`src/rtl/alu_req_sequencer.sv`:
```
// Round-robin front end for a shared combinational ALU. It accepts one op at a
// time from two requesters, runs plain ALU ops in one cycle and MUL as WIDTH
// shift-add passes, and then holds a registered result until it is consumed.
module alu_req_sequencer #(
  parameter int unsigned WIDTH = 16,
  parameter int unsigned FSW   = 4
) (
  input  logic             clk,
  input  logic             rst,
  input  logic             req0_valid,
  output logic             req0_ready,
  input  logic [4:0]       req0_op,
  input  logic [WIDTH-1:0] req0_a,
  input  logic [WIDTH-1:0] req0_b,
  input  logic             req1_valid,
  output logic             req1_ready,
  input  logic [4:0]       req1_op,
  input  logic [WIDTH-1:0] req1_a,
  input  logic [WIDTH-1:0] req1_b,
  output logic [WIDTH-1:0] alu_a,
  output logic [WIDTH-1:0] alu_b,
  output logic [FSW-1:0]   alu_fs,
  input  logic [WIDTH-1:0] alu_out,
  output logic             rsp_valid,
  input  logic             rsp_ready,
  output logic             rsp_id,
  output logic [WIDTH-1:0] rsp_data,
  output logic             rsp_z
);

  localparam int unsigned CW = (WIDTH > 1) ? $clog2(WIDTH) : 1;

  typedef enum logic [1:0] {StIdle, StExec, StMul, StResp} state_e;

  state_e           state_q, state_d;
  logic             rr_q, rr_d;          // 0: req0 favoured on a tie
  logic             id_q, id_d;
  logic [3:0]       fs_q, fs_d;
  logic [WIDTH-1:0] mcand_q, mcand_d;    // operand A; shifted left during MUL
  logic [WIDTH-1:0] mplier_q, mplier_d;  // operand B; shifted right during MUL
  logic [WIDTH-1:0] acc_q, acc_d;
  logic [CW-1:0]    cnt_q, cnt_d;
  logic [WIDTH-1:0] rsp_data_q, rsp_data_d;
  logic             rsp_z_q, rsp_z_d;
  logic             rsp_id_q, rsp_id_d;

  logic             gnt_any, gnt_id;
  logic [4:0]       sel_op;

  // Grant: a lone valid wins, a tie goes to the requester the pointer favours.
  always_comb begin
    gnt_any    = req0_valid | req1_valid;
    gnt_id     = (req0_valid && req1_valid) ? rr_q : req1_valid;
    sel_op     = gnt_id ? req1_op : req0_op;
    req0_ready = (state_q == StIdle) && gnt_any && !gnt_id;
    req1_ready = (state_q == StIdle) && gnt_any && gnt_id;
  end

  // Next-state, ALU drive and result capture.
  always_comb begin
    state_d    = state_q;
    rr_d       = rr_q;
    id_d       = id_q;
    fs_d       = fs_q;
    mcand_d    = mcand_q;
    mplier_d   = mplier_q;
    acc_d      = acc_q;
    cnt_d      = cnt_q;
    rsp_data_d = rsp_data_q;
    rsp_z_d    = rsp_z_q;
    rsp_id_d   = rsp_id_q;
    alu_a      = '0;
    alu_b      = '0;
    alu_fs     = '0;
    unique case (state_q)
      StIdle: begin
        if (gnt_any) begin
          id_d     = gnt_id;
          rr_d     = ~gnt_id;
          fs_d     = sel_op[3:0];
          mcand_d  = gnt_id ? req1_a : req0_a;
          mplier_d = gnt_id ? req1_b : req0_b;
          acc_d    = '0;
          cnt_d    = '0;
          state_d  = sel_op[4] ? StMul : StExec;
        end
      end
      StExec: begin
        alu_a      = mcand_q;
        alu_b      = mplier_q;
        alu_fs     = FSW'(fs_q);
        rsp_data_d = alu_out;
        rsp_z_d    = (alu_out == '0);
        rsp_id_d   = id_q;
        state_d    = StResp;
      end
      StMul: begin
        // One shift-add step per cycle through the ALU's ADD code.
        alu_a    = acc_q;
        alu_b    = mplier_q[0] ? mcand_q : '0;
        acc_d    = alu_out;
        mcand_d  = mcand_q << 1;
        mplier_d = mplier_q >> 1;
        cnt_d    = cnt_q + 1'b1;
        if (cnt_q == CW'(WIDTH - 1)) begin
          rsp_data_d = alu_out;
          rsp_z_d    = (alu_out == '0);
          rsp_id_d   = id_q;
          state_d    = StResp;
        end
      end
      StResp: begin
        if (rsp_ready) state_d = StIdle;
      end
      default: state_d = StIdle;
    endcase
  end

  // State register; reset drops any op in flight.
  always_ff @(posedge clk) begin
    if (rst) begin
      state_q    <= StIdle;
      rr_q       <= 1'b0;
      id_q       <= 1'b0;
      fs_q       <= '0;
      mcand_q    <= '0;
      mplier_q   <= '0;
      acc_q      <= '0;
      cnt_q      <= '0;
      rsp_data_q <= '0;
      rsp_z_q    <= 1'b0;
      rsp_id_q   <= 1'b0;
    end else begin
      state_q    <= state_d;
      rr_q       <= rr_d;
      id_q       <= id_d;
      fs_q       <= fs_d;
      mcand_q    <= mcand_d;
      mplier_q   <= mplier_d;
      acc_q      <= acc_d;
      cnt_q      <= cnt_d;
      rsp_data_q <= rsp_data_d;
      rsp_z_q    <= rsp_z_d;
      rsp_id_q   <= rsp_id_d;
    end
  end

  assign rsp_valid = (state_q == StResp);
  assign rsp_data  = rsp_data_q;
  assign rsp_z     = rsp_z_q;
  assign rsp_id    = rsp_id_q;

endmodule
```
`config.mk`:
```
export PLATFORM = sky130hd
export DESIGN_NAME = alu_req_sequencer
export DESIGN_NICKNAME = d
export VERILOG_FILES = /design/src/rtl/alu_req_sequencer.sv
export SDC_FILE = /design/constraint.sdc
export NUM_CORES = 1
export LEC_CHECK = 0
export CORE_MARGIN = 5
export CORE_UTILIZATION = 40
export CTS_CLUSTER_SIZE = 10
export DETAILED_ROUTE_END_ITERATION = 10
export PLACE_DENSITY_LB_ADDON = 0.3
export SKIP_LAST_GASP = 1
export SLEW_MARGIN = 20
export SYNTH_ARGS = -nofsm -noshare
export SYNTH_HDL_FRONTEND = slang
export SYNTH_SLANG_ARGS = --single-unit
```
`constraint.sdc`:
```
create_clock -name clk -period 1.65 [get_ports clk]
set_input_delay 0.33 -clock clk [delete_from_list [all_inputs] [get_ports clk]]
set_output_delay 0.33 -clock clk [all_outputs]
set_load 0.01 [all_outputs]
```
==> run_results.csv <==
group,metric,value,unit
layout,antenna_cells,0,
layout,final_cell_mix,"clkdlybuf4s50_1 (110), dfxtp_1 (76), nor2_1 (51)",
yosys,yosysTopAreaCell,"dfxtp_1",
setup_path,worstPathArrival,1740,ps
yosys,avgSynthCellArea,8.32,um^2
yosys,yosysSeqAreaShare,0.373,
die,dieArea,12600,um^2
clocking,clk_pin_slew,90,ps
place,io_buffers,151,
global_routing,grt_max_degree,47,
setup_path,max_stage_delay,370,ps
yosys,synthXorXnorAreaFrac,0.00419,
yosys,synth_edf_count,0,
layout,nFillCells,681,
clocking,cts_tree,"done",
setup_path,cp_cell_sequence,"buf_4 -> ha_4 -> and2_4 -> buf_12 -> a22o_1 -> buf_2",
clocking,root_buffer,"clkbuf_8",
yosys,synth-seq-cells,78,
yosys,synthSimpleGateAreaFrac,0.254,
place,place_ws,-508,ps
sta,tightest_slew,561,ps
die,die_x,112,um
clocking,clkSinkCount,78,
yosys,synthArstFlopShare,0,
sta,worst_slack,-420,ps
place,placed_cells,790,
route,drt_wl_total,19200,um
global_routing,grt_pass1_wl,27900,um
yosys,synth_compound_area_frac,0.244,
sta,hold_ws,453,ps
yosys,syn-num-nets,604,
sta,fmax,483,MHz
yosys,synth_cells,503,
clocking,clock_latency,370,ps
route,ant_nets,0,
power_and_ir_drop,ir_drop,0.000698,V
yosys,yosysWarningCount,0,
yosys,yosys-top-cells-area,"dfxtp_1 (37%), o41ai_1 (6.1%), nand3b_1 (5.6%)",
clocking,cts_buffer_depth,2,
clocking,cts_buffers,9,
sta,fin_skew,15.4,ps
global_routing,antenna_found_initial,0,
route,via_per_inst,6.06,
power_and_ir_drop,p_leak,3.12,nW
global_routing,grt_pass1_vias,5199,
setup_path,critical_path_buf_inv_count,3,
layout,fin_cells,847,
route,vias,5131,
yosys,synth_top_family_by_area,"simple AND/OR/NAND/NOR gates",
sta,setup_viol,108,
min_path,hold_class,"flop to flop",
route,drcViolationCount,0,
setup_path,crit_required,1320,ps
outcome,violations,"negative setup slack",
layout,final_common_cell,"clkdlybuf4s50_1",
yosys,ys.flop_type,"dfxtp_1",
yosys,netlist.area_leader.share,0.373,
power_and_ir_drop,power.density,1650,nW/um^2
outcome,outcome,"finished, violations left",
layout,drive_gt1_frac,0.366,
yosys,synth_area,4190,um^2
sta,final_max_slew_viol_count,0,
die,io_pins,152,
job,max_cap_violations,0,
setup_path,start_kind,"flop",
layout,synthToLayoutAreaGrowth,81.7,%
sta,fin_crit_sh,1.25,
setup_path,crit_fanout,13,
setup_path,cp-end-kind,"output pin",
place,dpl.hpwl,11400,um
setup_path,critPathSlowestCell,"dfxtp_4",
sta,slew_headroom,0.626,
route,drtIter0Drc,583,
setup_path,crit_family,"buffers and inverters",
sta,finalHoldViolCount,0,
die,dieHeight,112,um
yosys,synth_fa_ha_area_frac,0.0179,
place,place_congestion,0.918,
clocking,ctsHtreeMaxLevel,3,
setup_path,crit_type,"flop to output pin",
global_routing,grt.total_usage,0.275,
die,start_util,0.407,
route,routedWlPerCell,22.6,um
global_routing,grt_remaining_overflow,0,
layout,nNetsFinal,808,
power_and_ir_drop,power,12.6,mW
die,rows,37,
yosys,synthMuxAreaShare,0.0430,
route,drtPass1Iterations,5,
sta,min_period,2070,ps
yosys,ys_types,37,
sta,tns,-25340,ps
sta,rsz0062_at_grt,"yes",
die,core_area,10300,um^2
-- synthesized netlist by cell type, types with 6 or more instances --
library cell  count
nand2_1          28
a22oi_1          16
nand3b_1         31
clkbuf_1         31
ha_1              6
o41ai_1          29
nor2_1           56
inv_1             6
mux2i_1          18
a22o_1           15
and3_1           33
nand3_1          19
a211oi_1         30
nor2b_1          16
buf_2            19
dfxtp_1          78
a21oi_1          28
-- cell type report --
cell class                      count  area (um^2)  area share
Multi-Input combinational cell    363         3000       0.395
Timing Repair Buffer              249         2610       0.343
Sequential cell                    78         1570       0.206
Tap cell                          136          170      0.0224
Clock buffer                       10          138      0.0181
Clock inverter                      5         83.8      0.0110
Inverter                            6         35.0     0.00461
-- worst paths after layout --
| check | to | cells past startpoint | slack, ps | start |
|---|---|---|---|---|
| hold / removal | fs_q[3]$_SDFFE_PP0P_ | 2 | 450 | fs_q[3]$_SDFFE_PP0P_ |
| hold reg to reg | fs_q[3]$_SDFFE_PP0P_ | 2 | 450 | fs_q[3]$_SDFFE_PP0P_ |
| setup reg to reg | mplier_q[0]$_SDFFE_PP0P_ | 12 | -280 | state_q[0]$_SDFFE_PP0P_ |
| setup / recovery | alu_b[1] | 6 | -420 | state_q[0]$_SDFFE_PP0P_ |
-- worst register-to-register path: cells and delay by family, from the launching register on --
kind / cells / cell delay, ps
AND/OR/NAND/NOR: 1 / 30
adder cells (fa/ha/maj): 1 / 180
buffers and inverters: 9 / 980
AO/OA/AOI/OAI: 1 / 240
flip-flops: 1 / 380
-- report_power, final --
part | internal (mW) | leakage, nW | switching (mW)
Clock | 0.887 | 0.105 | 0.749
Combinational | 4.20 | 2.37 | 3.48
Sequential | 2.51 | 0.640 | 0.725
Total | 7.60 | 3.12 | 4.96
-- state kept, by name, indices dropped and copies added (netlist names) --
register / flops
acc_q: 16
cnt_q: 4
fs_q: 4
id_q: 1
mcand_q: 16
mplier_q: 16
rr_q: 1
rsp_data: 16
rsp_id: 1
rsp_z: 1
state_q: 2
-- what timing repair did --
action / in CTS / in global routing
gates resized for setup: 268 / 55
pin swaps: 28 / 16
hold buffers: 0 / 0
buffers inserted: 25 / 6
setup endpoints to repair: 97 / 110
cloned: 12 / 2
-- routing by layer --
| layer | vias to the layer above | share of wire | GRT usage |
|---|---|---|---|
| met1 | 2489 | 0.39 | 0.334 |
| met2 | 313 | 0.49 | 0.470 |
| li1 | 2272 | - | - |
| met4 | 0 | 0.033 | 0.109 |
| met5 | - | 0 | 0 |
| met3 | 57 | 0.089 | 0.0625 |
-- through the flow --
stage,utilization,cell area (um^2)
3_5_place_dp,0.605,6220
6_report,0.740,7600
3_3_place_gp,0.605,6220
2_1_floorplan,-,4240
4_1_cts,0.711,7310
5_1_grt,0.740,7600
-- cells by family after synthesis --
family | count (synthesis)
flip-flops | 78
adder cells (fa/ha/maj) | 6
AND/OR/NAND/NOR | 201
XOR/XNOR | 2
buffers and inverters | 62
AO/OA/AOI/OAI | 136
multiplexers | 18
(Power assumes the default switching activity.)
